==> src/rtl/lsu_pkg.sv <==
// lsu_pkg: shared definitions for the load/store unit.
//   - RV opcodes for loads and stores
//   - funct3 codes for every load/store width
//   - exc_e  : fault code reported on wb_exc
//   - state_e: load/store FSM states
//   - f3_legal(): funct3 legality check for the configured XLEN
package lsu_pkg;

  localparam logic [6:0] OPC_LOAD  = 7'b0000011;
  localparam logic [6:0] OPC_STORE = 7'b0100011;

  localparam logic [2:0] F3_LB  = 3'b000;
  localparam logic [2:0] F3_LH  = 3'b001;
  localparam logic [2:0] F3_LW  = 3'b010;
  localparam logic [2:0] F3_LD  = 3'b011;
  localparam logic [2:0] F3_LBU = 3'b100;
  localparam logic [2:0] F3_LHU = 3'b101;
  localparam logic [2:0] F3_LWU = 3'b110;

  localparam logic [2:0] F3_SB  = 3'b000;
  localparam logic [2:0] F3_SH  = 3'b001;
  localparam logic [2:0] F3_SW  = 3'b010;
  localparam logic [2:0] F3_SD  = 3'b011;

  typedef enum logic [1:0] {
    EXC_NONE     = 2'd0,
    EXC_MISALIGN = 2'd1,
    EXC_ILLEGAL  = 2'd2,
    EXC_TIMEOUT  = 2'd3
  } exc_e;

  typedef enum logic {
    ST_IDLE = 1'b0,
    ST_BUSY = 1'b1
  } state_e;

  // rv64 enables the doubleword forms (LD/SD) and LWU.
  function automatic logic f3_legal(input logic is_store, input logic [2:0] f3,
                                    input logic rv64);
    if (is_store)
      return (f3 == F3_SB) || (f3 == F3_SH) || (f3 == F3_SW) || (rv64 && (f3 == F3_SD));
    return (f3 == F3_LB) || (f3 == F3_LH) || (f3 == F3_LW) || (f3 == F3_LBU) ||
           (f3 == F3_LHU) || (rv64 && ((f3 == F3_LD) || (f3 == F3_LWU)));
  endfunction

endpackage

==> src/rtl/load_store_unit_align.sv <==
// lsu_align: combinational lane logic for the load/store unit.
//   funct3_i   : access width (bits 1:0) and load signedness (bit 2)
//   offset_i   : byte offset of the access within the XLEN-wide word
//   rs2_i      : raw store data
//   rdata_i    : full memory read word
//   be_o       : byte enables (size mask shifted to the offset)
//   wdata_o    : store data replicated across every lane
//   load_o     : extracted and sign/zero-extended load result
//   misalign_o : access is not naturally aligned for its width
module lsu_align
  import lsu_pkg::*;
#(
  parameter int XLEN = 32
) (
  input  logic [2:0]                    funct3_i,
  input  logic [$clog2(XLEN/8)-1:0]     offset_i,
  input  logic [XLEN-1:0]               rs2_i,
  input  logic [XLEN-1:0]               rdata_i,
  output logic [XLEN/8-1:0]             be_o,
  output logic [XLEN-1:0]               wdata_o,
  output logic [XLEN-1:0]               load_o,
  output logic                          misalign_o
);

  localparam int NB = XLEN / 8;

  logic [NB-1:0]   size_mask;
  logic [XLEN-1:0] shifted;

  always_comb begin
    size_mask  = '0;
    wdata_o    = '0;
    misalign_o = 1'b0;
    case (funct3_i[1:0])
      2'd0: begin
        size_mask = NB'(1);
        wdata_o   = {NB{rs2_i[7:0]}};
      end
      2'd1: begin
        size_mask  = NB'(3);
        wdata_o    = {(NB/2){rs2_i[15:0]}};
        misalign_o = offset_i[0];
      end
      2'd2: begin
        size_mask  = NB'(15);
        wdata_o    = {(NB/4){rs2_i[31:0]}};
        misalign_o = |offset_i[1:0];
      end
      default: begin
        size_mask  = '1;
        wdata_o    = rs2_i;
        misalign_o = |offset_i;
      end
    endcase
  end

  assign be_o    = size_mask << offset_i;
  // Bring the addressed lane down to bit 0 before extension.
  assign shifted = rdata_i >> {offset_i, 3'b000};

  always_comb begin
    case (funct3_i)
      F3_LB:   load_o = XLEN'($signed(shifted[7:0]));
      F3_LH:   load_o = XLEN'($signed(shifted[15:0]));
      F3_LW:   load_o = XLEN'($signed(shifted[31:0]));
      F3_LBU:  load_o = XLEN'(shifted[7:0]);
      F3_LHU:  load_o = XLEN'(shifted[15:0]);
      F3_LWU:  load_o = XLEN'(shifted[31:0]);
      default: load_o = shifted;
    endcase
  end

endmodule

==> src/rtl/load_store_unit.sv <==
// load_store_unit: stall-capable memory-access stage between EX/MEM and MEM/WB.
// Issues one req/ack data-memory transaction per legal, aligned load or store,
// flags misaligned / illegal-funct3 / bus-timeout faults, and registers WB.
//   ex_*   : instruction handoff from EX (valid/ready)
//   dmem_* : data-memory request channel (held stable while req is high)
//   wb_*   : registered retirement outputs, qualified by a one-cycle wb_valid_o
//
// state   | meaning
// --------+----------------------------------------------------------
// ST_IDLE | ready for a new instruction; non-memory and faulting ops
//         | retire straight from here
// ST_BUSY | memory transaction in flight, waiting for ack or timeout
module load_store_unit
  import lsu_pkg::*;
#(
  parameter int XLEN    = 32,
  parameter int TIMEOUT = 16
) (
  input  logic                 clk,
  input  logic                 rst_n,
  input  logic                 ex_valid_i,
  output logic                 ex_ready_o,
  input  logic [31:0]          ex_pc_i,
  input  logic [31:0]          ex_ir_i,
  input  logic [XLEN-1:0]      ex_alu_out_i,
  input  logic [XLEN-1:0]      ex_rs2_data_i,
  input  logic                 ex_rd_we_i,
  output logic                 dmem_req_o,
  output logic                 dmem_we_o,
  output logic [XLEN-1:0]      dmem_addr_o,
  output logic [XLEN/8-1:0]    dmem_be_o,
  output logic [XLEN-1:0]      dmem_wdata_o,
  input  logic                 dmem_ack_i,
  input  logic [XLEN-1:0]      dmem_rdata_i,
  output logic                 wb_valid_o,
  output logic [31:0]          wb_pc_o,
  output logic [31:0]          wb_ir_o,
  output logic [XLEN-1:0]      wb_result_o,
  output logic [4:0]           wb_rd_o,
  output logic                 wb_we_o,
  output logic [1:0]           wb_exc_o
);

  localparam int NB = XLEN / 8;
  localparam int OW = $clog2(NB);
  localparam int CW = (TIMEOUT > 0) ? $clog2(TIMEOUT + 1) : 1;
  localparam logic [CW-1:0] TO_LAST = CW'((TIMEOUT > 0) ? TIMEOUT - 1 : 0);

  state_e            state_q, state_d;
  logic [CW-1:0]     cnt_q, cnt_d;
  logic [XLEN-1:0]   addr_q, addr_d;
  logic [NB-1:0]     be_q, be_d;
  logic [XLEN-1:0]   wdata_q, wdata_d;
  logic              we_q, we_d;
  logic [OW-1:0]     off_q, off_d;
  logic              wb_valid_q, wb_valid_d;
  logic [31:0]       wb_pc_q, wb_pc_d;
  logic [31:0]       wb_ir_q, wb_ir_d;
  logic [XLEN-1:0]   wb_result_q, wb_result_d;
  logic              wb_we_q, wb_we_d;
  exc_e              wb_exc_q, wb_exc_d;

  logic              busy;
  logic              is_load, is_store, is_mem;
  logic              to_hit;
  logic [2:0]        al_f3;
  logic [OW-1:0]     al_off;
  logic [NB-1:0]     al_be;
  logic [XLEN-1:0]   al_wdata, al_load;
  logic              al_misalign;

  assign busy     = (state_q == ST_BUSY);
  assign is_load  = (ex_ir_i[6:0] == OPC_LOAD);
  assign is_store = (ex_ir_i[6:0] == OPC_STORE);
  assign is_mem   = is_load || is_store;
  assign to_hit   = (TIMEOUT != 0) && (cnt_q == TO_LAST);

  // wb_ir_q is loaded at acceptance, so while BUSY it still holds the
  // in-flight instruction and supplies the funct3 for load extraction.
  assign al_f3  = busy ? wb_ir_q[14:12] : ex_ir_i[14:12];
  assign al_off = busy ? off_q : ex_alu_out_i[OW-1:0];

  lsu_align #(.XLEN(XLEN)) u_align (
    .funct3_i   (al_f3),
    .offset_i   (al_off),
    .rs2_i      (ex_rs2_data_i),
    .rdata_i    (dmem_rdata_i),
    .be_o       (al_be),
    .wdata_o    (al_wdata),
    .load_o     (al_load),
    .misalign_o (al_misalign)
  );

  always_comb begin
    state_d     = state_q;
    cnt_d       = cnt_q;
    addr_d      = addr_q;
    be_d        = be_q;
    wdata_d     = wdata_q;
    we_d        = we_q;
    off_d       = off_q;
    wb_valid_d  = 1'b0;
    wb_pc_d     = wb_pc_q;
    wb_ir_d     = wb_ir_q;
    wb_result_d = wb_result_q;
    wb_we_d     = wb_we_q;
    wb_exc_d    = wb_exc_q;
    unique case (state_q)
      ST_IDLE: begin
        if (ex_valid_i) begin
          wb_pc_d     = ex_pc_i;
          wb_ir_d     = ex_ir_i;
          wb_result_d = ex_alu_out_i;
          wb_we_d     = 1'b0;
          wb_exc_d    = EXC_NONE;
          if (!is_mem) begin
            wb_valid_d = 1'b1;
            wb_we_d    = ex_rd_we_i;
          end else if (!f3_legal(is_store, ex_ir_i[14:12], XLEN == 64)) begin
            wb_valid_d = 1'b1;
            wb_exc_d   = EXC_ILLEGAL;
          end else if (al_misalign) begin
            wb_valid_d = 1'b1;
            wb_exc_d   = EXC_MISALIGN;
          end else begin
            state_d = ST_BUSY;
            cnt_d   = '0;
            addr_d  = {ex_alu_out_i[XLEN-1:OW], {OW{1'b0}}};
            be_d    = al_be;
            wdata_d = al_wdata;
            we_d    = is_store;
            off_d   = ex_alu_out_i[OW-1:0];
          end
        end
      end
      ST_BUSY: begin
        // Ack wins over a timeout landing in the same cycle.
        if (dmem_ack_i) begin
          state_d     = ST_IDLE;
          wb_valid_d  = 1'b1;
          wb_exc_d    = EXC_NONE;
          wb_result_d = we_q ? '0 : al_load;
          wb_we_d     = !we_q && (wb_ir_q[11:7] != 5'd0);
        end else if (to_hit) begin
          state_d     = ST_IDLE;
          wb_valid_d  = 1'b1;
          wb_exc_d    = EXC_TIMEOUT;
          wb_result_d = '0;
          wb_we_d     = 1'b0;
        end else if (TIMEOUT != 0) begin
          cnt_d = cnt_q + CW'(1);
        end
      end
      default: state_d = ST_IDLE;
    endcase
  end

  always_ff @(posedge clk or negedge rst_n) begin
    if (!rst_n) begin
      state_q     <= ST_IDLE;
      cnt_q       <= '0;
      addr_q      <= '0;
      be_q        <= '0;
      wdata_q     <= '0;
      we_q        <= 1'b0;
      off_q       <= '0;
      wb_valid_q  <= 1'b0;
      wb_pc_q     <= '0;
      wb_ir_q     <= '0;
      wb_result_q <= '0;
      wb_we_q     <= 1'b0;
      wb_exc_q    <= EXC_NONE;
    end else begin
      state_q     <= state_d;
      cnt_q       <= cnt_d;
      addr_q      <= addr_d;
      be_q        <= be_d;
      wdata_q     <= wdata_d;
      we_q        <= we_d;
      off_q       <= off_d;
      wb_valid_q  <= wb_valid_d;
      wb_pc_q     <= wb_pc_d;
      wb_ir_q     <= wb_ir_d;
      wb_result_q <= wb_result_d;
      wb_we_q     <= wb_we_d;
      wb_exc_q    <= wb_exc_d;
    end
  end

  // req comes straight from the state register so an async reset drops it at once.
  assign ex_ready_o   = !busy;
  assign dmem_req_o   = busy;
  assign dmem_we_o    = we_q;
  assign dmem_addr_o  = addr_q;
  assign dmem_be_o    = be_q;
  assign dmem_wdata_o = wdata_q;
  assign wb_valid_o   = wb_valid_q;
  assign wb_pc_o      = wb_pc_q;
  assign wb_ir_o      = wb_ir_q;
  assign wb_result_o  = wb_result_q;
  assign wb_rd_o      = wb_ir_q[11:7];
  assign wb_we_o      = wb_we_q;
  assign wb_exc_o     = wb_exc_q;

endmodule

==> config.mk <==
export PLATFORM = sky130hd
export DESIGN_NAME = load_store_unit
export DESIGN_NICKNAME = d
export VERILOG_FILES = /design/src/rtl/lsu_pkg.sv /design/src/rtl/load_store_unit_align.sv /design/src/rtl/load_store_unit.sv
export SDC_FILE = /design/constraint.sdc
export NUM_CORES = 1
export LEC_CHECK = 0
export CAP_MARGIN = 0
export CELL_PAD_IN_SITES_DETAIL_PLACEMENT = 1
export CELL_PAD_IN_SITES_GLOBAL_PLACEMENT = 1
export CORE_ASPECT_RATIO = 1.2
export CORE_MARGIN = 8
export CORE_UTILIZATION = 32
export DETAILED_ROUTE_END_ITERATION = 10
export GPL_TIMING_DRIVEN = 0
export PLACE_DENSITY_LB_ADDON = 0.1
export SYNTH_ARGS = -nofsm -noshare
export SYNTH_HDL_FRONTEND = slang
export SYNTH_SLANG_ARGS = --single-unit
export TNS_END_PERCENT = 10
==> constraint.sdc <==
create_clock -name clk -period 3.4 [get_ports clk]
set_clock_uncertainty 0.1 [all_clocks]
set_input_delay 0.68 -clock clk [delete_from_list [all_inputs] [get_ports clk]]
set_output_delay 0.68 -clock clk [all_outputs]
set_load 0.02 [all_outputs]
### Word level (Yosys, flattened, before mapping)

Index checks and enable logic that the tools add are counted.

* bitwise gates (word level): 2
* multiplexer cells: 53
* equal/unequal tests: 18
* add/subtract/negate cells: 1
* shift operators: 2
* reductions and logical operators: 17

Operators with widths (number)
* 2-to-1 mux 32 bit: 4
* one-hot mux 32 bit (2 select lines): 2
* one-hot mux 32 bit (4 select lines): 1
* >> shifter 32 x 5 -> 32 bit: 1
* 2-to-1 mux 5 bit: 6
* 2-to-1 mux 1 bit: 26
* == test 3 bit, second input constant: 4
* 2-to-1 mux 2 bit: 6
* inequality test 2 bit, second input constant: 6
* one-hot mux 5 bit (2 select lines): 1
* one-hot mux 1 bit (2 select lines): 4
* one-hot mux 4 bit (2 select lines): 1
* == test 7 x 2 -> 1 bit, second input constant: 1
* == test 7 x 6 -> 1 bit, second input constant: 1
* == test 3 x 1 -> 1 bit, second input constant: 2
* logical NOT 3 bit: 2
* AND reduction 6 bit: 1
* adder 5 x 1 -> 5 bit, second input constant: 1
* == test 5 x 4 -> 1 bit, second input constant: 1
* logical OR 1 bit: 5
* AND reduction 5 bit: 1
* nonzero test 5 bit: 1
* one-hot mux 2 bit (2 select lines): 1
* AND reduction 2 bit: 2
* 10 further kinds: 12

* logic and storage cells: 106
* bits of input ports: 165
* bits in registers: 175
* output and inout bits: 176

### Depth between registers and ports, before layout

Gate-level depths: netlist of the first run.

* word-level depth: 13
* mapped depth: 10
* mapped depth without buffers: 8

### By module

From an unflattened synthesis of the first run, not the netlist that was laid out.

* cells, all modules: 821
* area, all modules: 8415.6 um^2

Modules (own cells, without submodules)
* load_store_unit: cells each 641, sequential area each 4379.2 um^2, area an instance 7116.8 um^2, instances 1
* lsu_align: cells each 180, sequential area each 0.0 um^2, area an instance 1298.7 um^2, instances 1

### Least setup slack after synthesis of the first run

OpenSTA, ideal clock, no wires.

* path type: input to register
* start point: input port ex_alu_out_i[0]
* end point: register addr_q[19] (netlist: dmem_addr_o[19])
* data required time: 3.173 ns
* path buffers: 3
* cell stages on the path: 7
* arrival: 2.401 ns
* path slack: 0.771 ns
* setup time: 0.127 ns
* cell sequence: clkbuf_1 mux2i_4 o211ai_4 a2111oi_4 buf_6 buf_6 mux2_1

* longest elaborated chain between the ends: 5

Ends and longest elaborated chain
* start, declared: line load_store_unit.sv:25 `input logic [XLEN-1:0] ex_alu_out_i,`
* 2-to-1 mux 2 bit *: line load_store_unit.sv:81 `assign al_off = busy ? off_q : ex_alu_out_i[OW-1:0];`
* OR reduction 2 bit: line load_store_unit_align.sv:47, load_store_unit_align.sv:52
* one-hot mux 1 bit (2 select lines) *: line load_store_unit_align.sv:34 `case (funct3_i[1:0])`
* inverter 1 bit (no line) *
* AND reduction 5 bit (no line) *
* end signal, assigned: line load_store_unit.sv:176 `addr_q <= addr_d;`
* end, declared: line load_store_unit.sv:51 `logic [XLEN-1:0] addr_q, addr_d;`

Every way passes the cells marked *; elsewhere a longest branch is shown, timed or not.
A chain may end at the register's enable or synchronous reset.

### Worst setup path in the final report of the first run

* start point: register state_q (netlist: dmem_req_o)
* end point: output port ex_ready_o

* longest elaborated chain between the ends: 1

Ends and longest elaborated chain
* start, declared: line load_store_unit.sv:49 `state_e state_q, state_d;`
* start signal, assigned: line load_store_unit.sv:174 `state_q <= state_d;`
* logical NOT 1 bit: line load_store_unit.sv:191 `assign ex_ready_o = !busy;`
* end, declared: line load_store_unit.sv:22 `output logic ex_ready_o,`

No other way between the ends.

==> summary.txt, run 1 <==
Power and ir drop
  – Peak supply drop: 0.350 mV
  – Final Total Pwr: 0.00577 W
  – Static Leak: 5.72 nW
  – Int Pwr: 0.00411 W
  – Sw Ratio: 28.8%
  – NetSw: 0.00166 W
  – Clock power share: 36.2%
  – Sequential Power Share: 40.9%
  – Power Density: 452 mW/mm^2
  – Comb power frac: 22.9%

Synthesis
  – Mean post-synth cell area: 9.63 sq um
  – Sequential cell area fraction in the yosys report: 52.5%
  – Synth Flop Type: dfrtp_1
  – Post-synth cell types: 52
  – #FFs+latches synth: 175
  – Synth warn: 0
  – Post-synth EDFFs: 0
  – Mapped Cells: 866
  – Post-synthesis cell area: 0.00834 sq mm
  – Post-synthesis async set-or-reset flop share: 100%

Run
  – Max cap viols: 0

Critical path
  – Crit path DAT: 2.31 ns
  – Slowest stage delay, CP: 0.56 ns
  – CP Cell Sequence: buf_2 > buf_4 > buf_4 > clkinvlp_4 > clkdlybuf4s50_1
  – CP Buf/Inv Count: 5
  – Worst path top cell family by delay: buffers and inverters
  – Critical path peak fanout: 19
  – CP required: 2.62 ns
  – Slowest-stage cell, CP: clkdlybuf4s50_1
  – CP startpoint kind: register
  – Crit path top cell by count: buf_4
  – Crit Path Class: reg -> out
  – Nature of the critical path endpoint: output port

STA
  – Final setup TNS: 0 ns
  – Final setup fails: 0
  – Min cycle time layout: 3.09 ns
  – Fmax achieved: 323 MHz
  – Worst slew margin: 31.5%
  – Final period util: 91.0%
  – Final hold slack: 0.167 ns
  – Slew Viols, Final: 0
  – RSZ-0062 raised after global routing: no
  – Least-Margin Pin Slew: 1.00 ns
  – Final hold viol count: 0

Route
  – Drt total wl: 34.8 mm
  – Vias per cell: 4.98
  – Routed length per instance: 22.2 microns
  – Remaining DRCs: 0
  – Total number of vias: 7804
  – Initial drt markers: 286
  – Post-route ant nets: 0
  – DR pass1 iterations: 4

Global route
  – Vias in the first global route: 8724
  – Global-route wire length before repair: 53.0 mm
  – Largest net degree at the start of global routing: 92
  – Tot GR Track Use: 22.2%
  – Initial antenna violation count: 2
  – Grt total ovfl: 0

Placement
  – Placed Area: 0.0122 sq mm
  – Routability congestion estimate: 0.847
  – Port buffer count: 336
  – HPWL Detailed: 26.9 mm

Clocking
  – Clk_lat worst skew: 0.44 ns
  – Clk root buf: clkbuf_16
  – Cts bufs inserted: 17
  – CTS tree: done
  – Clock Sinks: 175
  – Reg clk slew, reported paths: 0.07 ns
  – CTS H-tree depth: 4
  – Maximum clock insertion buffer count: 2

Floorplanning
  – Die area: 0.0315 sq mm
  – Die H: 193 microns
  – Initial Utilization: 32.6%
  – Die Wd: 163 microns
  – # rows: 64
  – Num ports: 341
  – Core ar.: 0.0255 sq mm

Final layout
  – Layout cells sized above 1: 8.67%
  – Layout area overhead: 53.1%
  – Fin area: 0.0128 sq mm
  – Final Util: 50.0%
  – Layout net count: 1389

Worst hold path
  – HP Class: in -> async

Status
  – Outcome: complete, no violations
-- final timing paths --
check / start / endpoint / slack (ns) / cells after the start
worst max-delay path: dmem_req_o$_DFF_PN0_ / ex_ready_o / 0.31 / 5
worst min-delay path: rst_n / wb_ir_o[20]$_DFFE_PN0P_ / 0.17 / 1
worst max register to register: dmem_req_o$_DFF_PN0_ / wb_result_o[17]$_DFFE_PN0P_ / 0.40 / 8
worst min register to register: wb_ir_o[6]$_DFFE_PN0P_ / wb_ir_o[6]$_DFFE_PN0P_ / 0.37 / 2
max in group asynchronous: rst_n / dmem_wdata_o[14]$_DFFE_PN0P_ / 2.11 / 2
min in group clk: wb_ir_o[6]$_DFFE_PN0P_ / wb_ir_o[6]$_DFFE_PN0P_ / 0.37 / 2
-- placed cells by master, fill, tap and decap left out, types with 3 or more instances in the layout --
cell type / instances
o22ai_1: 3
nand3_1: 8
buf_1: 6
mux2_2: 38
clkdlybuf4s50_1: 335
a311oi_1: 5
o21ai_1: 3
a211oi_1: 5
a31oi_1: 22
buf_4: 14
a221oi_1: 6
mux2_1: 12
bufinv_16: 3
a21oi_1: 70
nor2b_1: 3
nor2_1: 69
o21ai_0: 42
buf_2: 8
nor3_1: 10
mux2i_1: 41
dfrtp_1: 175
inv_1: 6
clkbuf_16: 17
clkbuf_8: 3
nand2_1: 239
mux4_2: 7
nand2b_1: 5
buf_6: 3
clkbuf_1: 34
-- power groups by stage --
stage | Clock, W | Combinational [W] | Sequential, W
6_report | 0.00209 | 0.00132 | 0.00236
3_3_place_gp | 0 | 0.00132 | 0.00239
2_1_floorplan | 0 | 0.000346 | 0.00260
5_1_grt | 0.00221 | 0.00142 | 0.00239
4_1_cts | 0.00214 | 0.00134 | 0.00236
3_5_place_dp | 0 | 0.00133 | 0.00240
-- what timing repair did --
| action | 4_1_cts | 5_1_grt |
|---|---|---|
| setup endpoints to repair | 1 | 1 |
| pin swaps | 0 | 0 |
| buffers inserted | 1 | 0 |
| hold buffers | 0 | 0 |
| gates resized for setup | 1 | 0 |
-- registers in the layout, indices dropped and copies added, names as in the netlist, 4 cells and up --
register      flops
dmem_wdata_o     32
wb_ir_o          32
wb_pc_o          32
wb_result_o      32
dmem_addr_o      30
cnt_q             5
dmem_be_o         4
-- kinds of logic (layout without fill, tap and decap cells) --
| logic type | count (synthesis) | count (layout) | synth area share, % |
|---|---|---|---|
| flip-flops | 175 | 175 | 52.5 |
| AO/OA/AOI/OAI | 170 | 170 | 12.2 |
| XOR/XNOR | 3 | 3 | 0.315 |
| multiplexers | 100 | 100 | 14.0 |
| other | 1 | 4 | 0.0450 |
| adder cells (fa/ha/maj) | 2 | 2 | 0.300 |
| AND/OR/NAND/NOR | 345 | 345 | 16.5 |
| buffers and inverters | 70 | 437 | 4.14 |
-- cells in the mapped netlist, types with 2 or more instances --
library cell	count	area share [%]
buf_1	7	0.32
nand3_1	8	0.48
nor4_1	2	0.15
nor3_1	10	0.60
a211oi_1	5	0.45
a221oi_1	6	0.63
nor2b_1	3	0.23
o21ai_1	3	0.18
a311oi_1	5	0.53
nand2b_1	5	0.38
mux4_2	7	1.9
mux2_2	38	5.1
buf_6	3	0.41
mux2i_1	41	4.9
a21oi_1	70	4.2
nor2_1	69	3.1
o21a_1	2	0.18
inv_1	7	0.32
a21o_1	2	0.18
a31oi_1	22	1.7
dfrtp_1	175	53
buf_2	9	0.54
clkbuf_1	31	1.4
and3_1	2	0.15
o22ai_1	3	0.23
nand2_1	239	11
o21ai_0	42	2.5
buf_4	13	1.2
ha_1	2	0.30
xor2_1	2	0.21
mux2_1	12	1.6
-- routing by layer --
| layer | track usage [%] | wire (microns) |
|---|---|---|
| met2 | 39.9 | 18000 |
| met4 | 6.57 | 796 |
| met1 | 24.6 | 13300 |
| met3 | 7.21 | 2740 |
| met5 | 0 | 0 |
-- final cells by class --
type,count,area [sq um]
fill,2912,12800
sequential,175,4380
multi-input combinational,622,3620
timing repair buffer,338,3400
clock buffer,23,478
tap,330,413
buffer,61,310
clock inverter,8,129
inverter,7,30.0
antenna,2,5.00
-- stage by stage --
| step | instances | setup WS [ns] |
|---|---|---|
| 5_1_grt | 1565 | 0.143 |
| 4_1_cts | 1565 | 0.0754 |
| 2_1_floorplan | 867 | 0.771 |
| 3_5_place_dp | 1534 | -0.139 |
| 3_3_place_gp | 1533 | -6.43 |
| 6_report | 1566 | 0.307 |
Power figures use the tool's default switching activity.
==> inputs of run 2 (changes only) <==
Settings changed: GPL_ROUTABILITY_DRIVEN set to 0.
==> results of run 2 <==
Final layout, timing and power as in run 1 (identical DEF).
